`config.mk`:
```
export PLATFORM = sky130hd
export DESIGN_NAME = ram_port_arbiter
export DESIGN_NICKNAME = d
export VERILOG_FILES = /design/src/rtl/ram_port_arbiter.sv
export SDC_FILE = /design/constraint.sdc
export NUM_CORES = 1
export LEC_CHECK = 0
export ABC_AREA = 1
export BUFFER_PORTS_ARGS = -buffer_cell sky130_fd_sc_hd__buf_2
export CORE_AREA = 2 2 93 95
export CTS_BUF_LIST = sky130_fd_sc_hd__clkbuf_8 sky130_fd_sc_hd__clkbuf_16
export DETAILED_ROUTE_END_ITERATION = 6
export DIE_AREA = 0 0 95 97
export GPL_TIMING_DRIVEN = 0
export MAX_ROUTING_LAYER = met4
export PLACE_DENSITY = 0.76
export SLEW_MARGIN = 0
export SYNTH_ARGS = -nofsm -noshare
export SYNTH_HDL_FRONTEND = slang
export SYNTH_SLANG_ARGS = --single-unit
```
`constraint.sdc`:
```
create_clock -name clk -period 2.73 [get_ports clk]
set_input_delay 0 -clock clk [delete_from_list [all_inputs] [get_ports clk]]
set_output_delay 0 -clock clk [all_outputs]
set_load 0.03 [all_outputs]
```
`src/rtl/ram_port_arbiter.sv`:
```
// Two-requester arbiter for the single-port matrix RAM: host loader (H) and
// multiply control unit (C), round-robin with bounded bursts and an owner lock.

// Per-requester beat acceptance and read-return tracking.
module ram_port_arbiter_side (
  input  logic clk,
  input  logic rst,
  input  logic gnt,
  input  logic req,
  input  logic we,
  output logic acc,
  output logic rvalid
);

  assign acc = gnt & req;

  // RAM read latency is one cycle, so a read beat's data lands next cycle
  // regardless of who owns the port by then.
  always_ff @(posedge clk) begin
    if (rst) rvalid <= 1'b0;
    else     rvalid <= acc & ~we;
  end

endmodule

module ram_port_arbiter #(
  parameter int DATA_W    = 32,
  parameter int RAM_D     = 512,
  parameter int ADDR_W    = $clog2(RAM_D),
  parameter int MAX_BURST = 16
) (
  input  logic              clk,
  input  logic              rst,
  input  logic              h_req,
  input  logic              h_lock,
  input  logic              h_we,
  input  logic [ADDR_W-1:0] h_addr,
  input  logic [DATA_W-1:0] h_wdata,
  output logic              h_gnt,
  output logic              h_rvalid,
  output logic [DATA_W-1:0] h_rdata,
  input  logic              c_req,
  input  logic              c_lock,
  input  logic              c_we,
  input  logic [ADDR_W-1:0] c_addr,
  input  logic [DATA_W-1:0] c_wdata,
  output logic              c_gnt,
  output logic              c_rvalid,
  output logic [DATA_W-1:0] c_rdata,
  output logic              ram_we,
  output logic [ADDR_W-1:0] ram_addr,
  output logic [DATA_W-1:0] ram_w_data,
  input  logic [DATA_W-1:0] ram_r_data,
  output logic [7:0]        beat_cnt
);

  localparam int         NUM_SIDES = 2;
  localparam logic [1:0] OWN_NONE  = 2'd0;
  localparam logic [1:0] OWN_H     = 2'd1;
  localparam logic [1:0] OWN_C     = 2'd2;
  localparam logic [7:0] BURST_LIM = 8'(MAX_BURST);

  // Side index 0 = host, 1 = control unit.
  logic [NUM_SIDES-1:0]             req_v, lock_v, we_v, gnt_v, acc_v, rvalid_v;
  logic [NUM_SIDES-1:0][ADDR_W-1:0] addr_v;
  logic [NUM_SIDES-1:0][DATA_W-1:0] wdata_v;

  logic [1:0]        owner, owner_nxt, own_other;
  logic              last_c, own_c, sel, any_acc;
  logic [7:0]        cnt_inc;
  logic [ADDR_W-1:0] addr_q;
  logic [DATA_W-1:0] wdata_q;

  assign req_v   = {c_req,   h_req};
  assign lock_v  = {c_lock,  h_lock};
  assign we_v    = {c_we,    h_we};
  assign addr_v  = {c_addr,  h_addr};
  assign wdata_v = {c_wdata, h_wdata};
  assign gnt_v   = {owner == OWN_C, owner == OWN_H};

  for (genvar i = 0; i < NUM_SIDES; i++) begin : g_side
    ram_port_arbiter_side u_side (
      .clk    (clk),
      .rst    (rst),
      .gnt    (gnt_v[i]),
      .req    (req_v[i]),
      .we     (we_v[i]),
      .acc    (acc_v[i]),
      .rvalid (rvalid_v[i])
    );
  end

  assign h_gnt    = gnt_v[0];
  assign c_gnt    = gnt_v[1];
  assign h_rvalid = rvalid_v[0];
  assign c_rvalid = rvalid_v[1];
  assign h_rdata  = ram_r_data;
  assign c_rdata  = ram_r_data;

  // At most one side holds the grant, so the accepting side selects the mux.
  assign any_acc    = |acc_v;
  assign sel        = acc_v[1];
  assign ram_we     = any_acc & we_v[sel] & ~rst;
  assign ram_addr   = any_acc ? addr_v[sel]  : addr_q;
  assign ram_w_data = any_acc ? wdata_v[sel] : wdata_q;

  always_ff @(posedge clk) begin
    if (any_acc) begin
      addr_q  <= addr_v[sel];
      wdata_q <= wdata_v[sel];
    end
  end

  assign cnt_inc   = (any_acc && beat_cnt != 8'hFF) ? beat_cnt + 8'd1 : beat_cnt;
  assign own_c     = (owner == OWN_C);
  assign own_other = own_c ? OWN_H : OWN_C;

  always_comb begin
    owner_nxt = owner;
    if (owner == OWN_NONE) begin
      if (h_req && (!c_req || last_c)) owner_nxt = OWN_H;
      else if (c_req)                  owner_nxt = OWN_C;
    end else if (owner != OWN_H && owner != OWN_C) begin
      owner_nxt = OWN_NONE;
    end else if (!req_v[own_c]) begin
      owner_nxt = req_v[!own_c] ? own_other : OWN_NONE;
    end else if (!lock_v[own_c] && cnt_inc >= BURST_LIM && req_v[!own_c]) begin
      // The count includes this cycle's beat so the handover costs no bubble.
      owner_nxt = own_other;
    end
  end

  always_ff @(posedge clk) begin
    if (rst) begin
      owner    <= OWN_NONE;
      last_c   <= 1'b1;
      beat_cnt <= 8'd0;
    end else begin
      owner <= owner_nxt;
      if (owner_nxt != owner) begin
        beat_cnt <= 8'd0;
        if (owner != OWN_NONE) last_c <= own_c;
      end else begin
        beat_cnt <= cnt_inc;
      end
    end
  end

endmodule

```
**Yosys cells after proc, flatten, opt, wreduce, memory -nomap -nowiden**

Index checks and enable logic that the tools add are counted.

- Bits in registers: 54
- Bits in latches: 0
- RAM bits: 0
- Bits in read-only memories: 0
- Output and inout bits: 118
- Memories kept: 0

- $add $sub $neg: 1
- $mul: 0
- Divide/modulo/power cells: 0
- Order comparisons: 4
- Equality and inequality tests: 6
- Shift operators: 0
- Mux-type cells: 23
- Bitwise operators: 9
- Reduce and logical (&&, ||, !) cells: 14

Operator list:

| kind | count |
|---|---|
| 2-to-1 mux 32 bit | 3 |
| 2-to-1 mux 9 bit | 3 |
| 2-to-1 mux 2 bit | 8 |
| adder 8 x 1 -> 8 bit, second input constant | 1 |
| >= comparator 8 x 5 -> 1 bit, second input constant | 1 |
| 2-to-1 mux 1 bit | 8 |
| 2-to-1 mux 8 bit | 1 |
| inequality test 8 bit, second input constant | 1 |
| AND 1 bit | 6 |
| less-than comparator 1 x 2 -> 1 bit, second input constant | 3 |
| logical AND 1 bit | 5 |
| OR reduction 2 bit | 2 |
| zero test 1 bit | 3 |
| NOT 1 bit | 3 |
| equality test 2 x 1 -> 1 bit, second input constant | 1 |
| equality test 2 bit, second input constant | 1 |
| zero test 2 bit | 1 |
| inequality test 2 x 1 -> 1 bit, second input constant | 1 |
| inequality test 2 bit | 1 |
| inequality test 2 bit, second input constant | 1 |
| AND reduction 2 bit | 1 |
| nonzero test 2 bit | 1 |
| logical OR 1 bit | 1 |

**Longest topological paths before layout**

Gate-level depths: netlist (run 1).

- Word-level depth: 14
- Gate-level depth with buffers: 24
- Gate-level depth less buffers: 23

**Modules after synthesis**

Synthesis (run 1) repeated with hierarchy kept, for this count alone.

- Cell total of the unflattened synthesis: 383
- Area, all modules: 2894.0 um^2

By module, submodules not included:

| module | times used | cells an instance | area each (um^2) |
|---|---|---|---|
| ram_port_arbiter | 1 | 369 | 2808.9 |
| ram_port_arbiter_side | 2 | 7 | 42.5 |

**Worst setup path before layout (run 1)**

OpenSTA, ideal clock, no wires.

- Path kind: reg2reg
- Start: register owner[0]
- End: register addr_q[0]
- Arrival time: 2.255 ns
- Data required time: 2.550 ns
- Path slack: 0.296 ns
- Cell stages (with the launch flop): 10
- Buffers on the path: 3
- Clock period less this slack: 2.434 ns
- Cell sequence: dfxtp_1 > inv_1 > ha_1 > buf_6 > nand2_4 > nand2_4 > clkbuf_1 > clkbuf_1 > nor2_1 > a21oi_1

- Cells in the longest elaborated chain, start to end: 5

RTL lines:

| element | line | RTL |
|---|---|---|
| start: declaration | 68 | `logic [1:0] owner, owner_nxt, own_other;` |
| start signal: assignment | 139 | `owner <= owner_nxt;` |
| equality test 2 bit (*) | 79 | `assign gnt_v = {owner == OWN_C, owner == OWN_H};` |
| net c_gnt | 47 | `output logic c_gnt,` |
| AND 1 bit (*) | 15 | `assign acc = gnt & req;` |
| 2-to-1 mux 9 bit (2 in series) | - |  |
| 2-to-1 mux 9 bit (*) | - |  |
| net ram_addr[0] | 51 | `output logic [ADDR_W-1:0] ram_addr,` |
| end signal: assignment | 109 | `addr_q <= addr_v[sel];` |
| end: declaration | 71 | `logic [ADDR_W-1:0] addr_q;` |

The timed path passes the listed nets; every way through them passes the cells marked *. The select of a mux whose other input is x is not followed.
A chain may end at the register's enable or synchronous reset.

**Worst setup path after layout (run 1)**

- Start: register owner[0]
- End: output port ram_w_data[11]

- Cells in the longest elaborated chain, start to end: 5

RTL lines:

| element | line | RTL |
|---|---|---|
| equality test 2 bit | 79 |  |
| AND 1 bit | 15 |  |
| 2-to-1 mux 32 bit (not written as such) (2 in series) | 105 | `assign ram_w_data = any_acc ? wdata_v[sel] : wdata_q;` |
| 2-to-1 mux 32 bit (*) | - |  |
| end: declaration | 52 | `output logic [DATA_W-1:0] ram_w_data,` |

Mark *: on every way between the ends. The rest lies on a longest branch, timed or not. The select of a mux whose other input is x is not followed.

==> metrics.md, run 1 <==
| Metric | Value |
|---|---|
| Core Box Area | `8130 sq um` |
| First-pass GRT wire length | `14800 um` |
| GRT overflow | `0` |
| Worst-Skew Late Latency | `310 ps` |
| Ports | `240` |
| Setup bufs post-CTS | `0` |
| Syn nets | `approximately 540` |
| Crit path DAT | `2540 ps` |
| CTS Sinks | `54` |
| CP Capture Type | `output pin` |
| Cts bufs inserted | `5` |
| Initial Util | `0.368` |
| Max Root-Sink Buffers | `2` |
| Most common cell in the netlist | `nand2_1` |
| RSZ-0062 raised after global routing | `false` |
| Critical path, cell by cell | `inv_1 > ha_1 > buf_6 > nand2_4 > nand2_4 > clkbuf_2 > clkbuf_1 > nor2_1 > a21oi_1 > buf_2` |
| Site Rows | `33` |
| Nets | `801` |
| Final Hold Vio Count | `0` |
| Largest cells by area after synthesis | `dfxtp_1, buf_4, nand2_1` |
| Total track usage | `0.201` |
| Worst Skew | `10.9 ps` |
| Synth Instances | `about 420` |
| Synthesis-to-layout area growth | `57.4%` |
| DRT iter0 DRCs | `around 120` |
| CTS tree | `done` |
| Final HPWL DP | `6850 um` |
| M1 wire length | `3660 um` |
| Port bufs | `207` |
| Routed met3 length | `slightly below 900 um` |
| Status | `finished clean` |
| Mapped Avg Cell Area | `7.19 sq um` |
| DRC | `0` |
| Max incr delay on CP | `400 ps` |
| First-pass DRT Iterations | `4` |
| Critical Path RT | `2730 ps` |
| Crit share post-route | `0.930` |
| Antenna violations before repair | `0` |
| Clock root cell | `clkbuf_8` |
| Top layer in use | `met4` |
| Netlist cell types | `24` |
| Layout cell share with drive strength beyond 1 | `0.450` |
| Routed wire length | `9390 um` |
| Synthesis-stage register bit count | `54` |
| Max-cap viol count | `0` |
| Yosys warns | `0` |
| Most frequent CP cell | `nand2_4` |
| Synth area leader | `dfxtp_1` |
| Tightest Pin Transition | `448 ps` |
| Clock transition at the registers of the reported paths | `100 ps` |
| Slowest-stage cell, CP | `clkbuf_1` |
| Max Transition Viols Final | `0` |
| Vias in the first global route | `3394` |
| Sequential cell area fraction in the yosys report | `0.362` |
| Die H | `97 um` |
| Dpl cell area | `4160 sq um` |
| VDD IR max | `0.000466 V` |
| Design Area, Final | `4710 sq um` |
| Routed wl met2 | `about 4700 um` |
| Post-synth ARST share | `0` |
| Crit path kind | `reg -> out` |
| Setup TNS | `0 ps` |
| Yosys top cell area share | `0.362` |
| Via count | `3635` |
| Drt wl/cell | `12.0 um` |
| Relative slew slack | `0.701` |
| Setup Viol. Count Final | `0` |
| Routability Congestion | `0.834` |
| Crit path time final | `2540 ps` |
| PwrDens | `680 nW/um^2` |
| Commonest cells in the netlist | `nand2_1, buf_4, dfxtp_1` |
| Mapped Area | `2990 sq um` |
| Vias/cell | `about 4.7` |
| Horiz. Die Dim | `95 um` |
| Startpoint Class | `flop` |
| Crit Path Max Fanout | `10` |
| Top achievable clock speed | `roughly 390 MHz` |
| Main synth FF type | `dfxtp_1` |
| CTS H-tree depth | `2` |
| Path type of the worst min-delay path | `in -> reg` |
| Total power draw | `0.00320 W` |
| Die Footprint | `9220 sq um` |
| Largest net degree at the start of global routing | `17` |
| Antenna viol nets, final | `0` |
| EDFF count, synth | `0` |
| Leakage power | `around 2.4 nW` |
| Fill cells | `around 760` |
| N_diodes | `0` |
[final cells by class]
cell class / instances / area, sq um / share of cell area
Sequential cell: 54 / 1080 / 0.230
Buffer: 82 / 559 / 0.119
Multi-Input combinational cell: 262 / 1290 / 0.273
Timing Repair Buffer: 252 / 1490 / 0.316
Tap cell: 105 / 131 / 0.0279
Clock buffer: 6 / 82.6 / 0.0175
Clock inverter: 2 / 12.5 / 0.00266
Inverter: 18 / 67.6 / 0.0144
[where the power goes]
part,leakage [nW],switching [W],internal [W]
combinational,1.90,0.00109,0.000514
clock,0.0530,0.000268,0.000207
sequential,0.451,0.0000698,0.00105
[kinds of logic after synthesis]
kind of cell,share of synthesized area
buffers and inverters,0.208
xor gates and xnor gates,0.00879
adders and majority gates,0.0167
AOI/OAI and AO/OA,0.160
and+or+nand+nor,0.244
DFF,0.362
[metrics by stage]
stage          setup WS [ps]  instances  utilization  hold slack (ps)
3_5_place_dp             232        728        0.511              201
5_1_grt                 19.9        781        0.579             28.6
3_3_place_gp             321        728        0.511              195
6_report                 192        781        0.579             27.6
4_1_cts                 26.9        781        0.578             15.3
2_1_floorplan            296        416            -             69.1
[worst max-delay path, delay by kind of cell (launching register included)]
kind | cells | cell delay (ps)
buffers and inverters | 5 | 1150
AND/OR/NAND/NOR | 3 | 360
flip-flops | 1 | 350
AO/OA/AOI/OAI | 1 | 200
adder cells (fa/ha/maj) | 1 | 190
[registers in the layout, indices dropped and copies added (netlist names)]
| name | count |
|---|---|
| owner | 2 |
| last_c | 1 |
| beat_cnt | 8 |
| g_side.u_side.rvalid | 2 |
| addr_q | 9 |
| wdata_q | 32 |
[routing by layer]
metal / GRT usage / vias up
met5: - / -
met3: 0.0421 / 23
met1: 0.217 / 1625
li1: - / 1791
met2: 0.358 / 196
met4: 0.0680 / 0
[placed cells by master, fill, tap and decap left out, drive strengths merged]
cell type and n:
a21oi 44, buf 274, clkbuf 21, dfxtp 54, dlygate4sd3 45, ha 4, inv 20, nand2 85
nand3 16, nand4 2, nor2 57, nor3 2, o211ai 1, o21ai 47, o32ai 1, xor2 3
[final timing paths]
path,from,endpoint,slack [ps],cells past startpoint
worst max-delay path,owner[0],ram_w_data[11],190,10
worst max register to register,owner[0],beat_cnt[4],230,22
worst min register to register,wdata_q[30],wdata_q[30],480,2
worst min-delay path,h_addr[0],addr_q[0],30,3
[timing repair]
action / in CTS / in global routing
resized for setup: 1 / 4
endpoints found under the hold margin: 44 / 0
hold buffers: 45 / 0
endpoints found under the setup margin: 1 / 34
Note: power is estimated with default switching activity, not from simulation.
==> inputs of run 2 (changes only) <==
--- a/config.mk
+++ b/config.mk
@@ -5,15 +5,14 @@
 export SDC_FILE = /design/constraint.sdc
 export NUM_CORES = 1
 export LEC_CHECK = 0
-export ABC_AREA = 1
 export BUFFER_PORTS_ARGS = -buffer_cell sky130_fd_sc_hd__buf_2
-export CORE_AREA = 2 2 93 95
+export CORE_AREA = 2 2 94 96
 export CTS_BUF_LIST = sky130_fd_sc_hd__clkbuf_8 sky130_fd_sc_hd__clkbuf_16
 export DETAILED_ROUTE_END_ITERATION = 6
-export DIE_AREA = 0 0 95 97
+export DIE_AREA = 0 0 96 98
 export GPL_TIMING_DRIVEN = 0
 export MAX_ROUTING_LAYER = met4
-export PLACE_DENSITY = 0.76
+export PLACE_DENSITY = 0.77
 export SLEW_MARGIN = 0
 export SYNTH_ARGS = -nofsm -noshare
 export SYNTH_HDL_FRONTEND = slang
==> metrics.md, run 2 <==
| Metric | Value |
|---|---|
| CTS H-tree depth | `2 (unchanged)` |
| Worst Skew | `8.01 ps (-2.85 ps)` |
| Switching share of power | `0.459 (+0.0135)` |
| Clock transition at the registers of the reported paths | `110 ps (about the same)` |
| Top layer in use | `met4` |
| Design Area, Final | `4960 sq um (+5.4%)` |
| Antenna violations before repair | `0 (unchanged)` |
| Leakage power | `2.64 nW (+9.8%)` |
| Worst R2R Start | `owner[1]` |
| Synth area leader | `dfxtp_1` |
| Worst setup path startpoint | `owner[1]` |
| Layout cell share with drive strength beyond 1 | `0.487 (+0.0377)` |
| Tightest Pin Transition | `447 ps (-0.404 ps)` |
| CTS Sinks | `54 (unchanged)` |
| Top achievable clock speed | `370 MHz (-6.2%)` |
| Cell Int Power | `0.00207 W (+17%)` |
| Synthesis-to-layout area growth | `56.7%` |
| Die H | `98 um (+1.0%)` |
| Vias in the first global route | `3391 (-0.088%)` |
| Crit Path Max Fanout | `8 (-2)` |
| Site Rows | `34 (+3.0%)` |
| Final HPWL DP | `7340 um (+7.1%)` |
| Layout Cells excl Fill | `742 (-5.0%)` |
| Max Transition Viols Final | `0 (unchanged)` |
| First-pass GRT wire length | `15300 um (+3.6%)` |
| Sequential cell area fraction in the yosys report | `0.341 (-0.0201)` |
| EDFF count, synth | `0 (unchanged)` |
| Critical path, cell by cell | `clkbuf_8 > inv_2 > ha_4 > a22o_1 > and3_4 > a2111oi_4 > o21ai_2 > and3_4 > or4_4 > buf_6 > a311oi_2` |
| Combinational Power Share | `0.535 (+0.034)` |
| Main synth FF type | `dfxtp_1` |
| Final Hold Vio Count | `0 (unchanged)` |
| Status | `finished clean` |
| Crit share post-route | `0.991 (+0.0614)` |
| Commonest non-fill, non-tap cell in the layout | `buf_2` |
| Routed met3 length | `695 um (-20%)` |
| Hold Path Origin | `h_wdata[3]` |
| Worst-Skew Late Latency | `310 ps (about the same)` |
| Vias/cell | `4.79 (+2.8%)` |
| Antenna viol nets, final | `0 (unchanged)` |
| Commonest cells in the netlist | `buf_4, dfxtp_1, nand2_1` |
| Netlist cell types | `46 (+92%)` |
| Mapped Area | `3170 sq um (+5.9%)` |
| Reg with most FFs | `wdata_q` |
| Max incr delay on CP | `480 ps (+80 ps)` |
| Synth Instances | `376 (-9.6%)` |
| CTS tree | `done` |
| Routed wl met2 | `5230 um (+12%)` |
| Routability Congestion | `0.895 (+7.3%)` |
| P_sw | `0.00175 W (+23%)` |
| Commonest non-fill, non-tap cells in the layout | `buf_2, buf_4, nand2_1, dfxtp_1, o21ai_0` |
| Cts bufs inserted | `5 (unchanged)` |
| Clk pwr share | `0.148 (about the same)` |
| Dpl cells | `690 (-5.2%)` |
| RSZ-0062 raised after global routing | `true` |
| Ports | `240 (unchanged)` |
| Die Footprint | `9410 sq um (+2.1%)` |
| Core Box Area | `8470 sq um (+4.1%)` |
| Critical Path RT | `2960 ps (+230 ps)` |
| Max FFs per register | `32 (unchanged)` |
| Slowest-stage cell, CP | `or4_4` |
| Port bufs | `206 (-0.48%)` |
| Startpoint Class | `flop` |
| Crit path DAT | `2940 ps (+400 ps)` |
| Largest regs | `wdata_q (32), addr_q (9), beat_cnt (8)` |
| Horiz. Die Dim | `96 um (+1.1%)` |
| Post-synth ARST share | `0 (unchanged)` |
| Sequential Power Share | `0.317 (-0.034)` |
| Yosys top cell area share | `0.341 (-0.0201)` |
| Max Root-Sink Buffers | `2 (unchanged)` |
| Initial Util | `0.374 (+0.00644)` |
| Most common cell in the netlist | `buf_4` |
| Total track usage | `0.205 (+0.00459)` |
| Path type of the worst min-delay path | `in -> reg` |
| N_diodes | `0 (unchanged)` |
| M1 wire length | `3900 um (+6.5%)` |
| Mapped Avg Cell Area | `8.42 sq um (+17%)` |
| Setup Viol. Count Final | `0 (unchanged)` |
| Clock root cell | `clkbuf_8` |
| Nets | `759 (-5.2%)` |
| Dpl cell area | `4370 sq um (+5.1%)` |
| DRT iter0 DRCs | `89 (-23%)` |
| VDD IR max | `0.000485 V (+4.0%)` |
| Largest net degree at the start of global routing | `19 (+2)` |
| CP Capture Type | `flop` |
| Largest cells by area after synthesis | `dfxtp_1, buf_4, mux2i_1` |
| Max-cap viol count | `0 (unchanged)` |
| Via count | `3551 (-2.3%)` |
| PwrDens | `771 nW/um^2 (+13%)` |
| Crit path time final | `2710 ps (+168 ps)` |
| GRT overflow | `0 (unchanged)` |
| DRC | `0 (unchanged)` |
| First-pass DRT Iterations | `4 (unchanged)` |
| Syn nets | `502 (-7.4%)` |
| Crit path kind | `reg -> reg` |
| Synthesis-stage register bit count | `54 (unchanged)` |
| Most frequent CP cell | `and3_4` |
| Cell count of the worst hold path | `3 (unchanged)` |
| Relative slew slack | `0.701 (about the same)` |
| Yosys warns | `0 (unchanged)` |
| Routed wire length | `9970 um (+6.2%)` |
| R2R cell count | `11 (-50%)` |
| Drt wl/cell | `13.4 um (+12%)` |
[run 2: kinds of logic after synthesis]
group,share of synthesized area
AOI/OAI and AO/OA,0.142
xor gates and xnor gates,0.00830
adders and majority gates,0.0158
buffers and inverters,0.183
DFF,0.341
muxes,0.149
and+or+nand+nor,0.162
[run 2: final cells by class]
type / count / area, sq um
Fill cell: 734 / 3500
Multi-Input combinational cell: 234 / 1540
Timing Repair Buffer: 252 / 1480
Sequential cell: 54 / 1090
Buffer: 83 / 582
Tap cell: 108 / 135
Clock buffer: 5 / 68.8
Clock inverter: 3 / 48.8
Inverter: 3 / 15.0
[run 2: per-stage QoR]
step	util	worst slack [ps]	TNS, ps	power (W)	hold WS [ps]
after floorplan	-	27.8	0	0.00261	76.1
after global placement	0.516	-255	-8290	0.00315	184
after detailed placement	0.516	-299	-10850	0.00320	188
after CTS	0.582	4.41	0	0.00382	1.98
after global routing	0.586	-76.2	-76.2	0.00403	39.8
final	0.586	24.1	0	0.00382	9.08
[run 2: path summary, 6_finish.rpt]
| kind | endpoint | slack, ps |
|---|---|---|
| hold reg to reg | last_c | 570 |
| setup / recovery | beat_cnt[6] | 20 |
| setup reg to reg | beat_cnt[6] | 20 |
| hold / removal | wdata_q[3] | 9 |
[run 2: critical path, delay by kind of cell, from the launching register on]
| kind | cells | cell delay (ps) |
|---|---|---|
| simple gates | 3 | 880 |
| compound gates | 4 | 850 |
| flops | 1 | 370 |
| buf+inv | 3 | 370 |
| fa+ha+maj | 1 | 160 |
[run 2: timing repair]
| action | 4_1_cts | 5_1_grt |
|---|---|---|
| endpoints found under the setup margin | 89 | 47 |
| pin swaps | 2 | 0 |
| setup buffers | 1 | 2 |
| resized for setup | 11 | 8 |
| endpoints found under the hold margin | 43 | 0 |
| hold buffers | 43 | 0 |
[run 2: metal layers]
| layer | vias up | global-route usage |
|---|---|---|
| met5 | - | - |
| met4 | 0 | 0.0538 |
| met3 | 16 | 0.0378 |
| met2 | 156 | 0.365 |
| met1 | 1633 | 0.232 |
| li1 | 1746 | - |
[run 2: power groups by stage]
| stage | logic (W) | clock network [W] | registers, W |
|---|---|---|---|
| floorplan | 0.00140 | 0 | 0.00120 |
| global placement | 0.00194 | 0 | 0.00121 |
| detailed placement | 0.00197 | 0 | 0.00123 |
| CTS | 0.00202 | 0.000587 | 0.00121 |
| global route | 0.00218 | 0.000608 | 0.00124 |
| finish | 0.00205 | 0.000567 | 0.00121 |
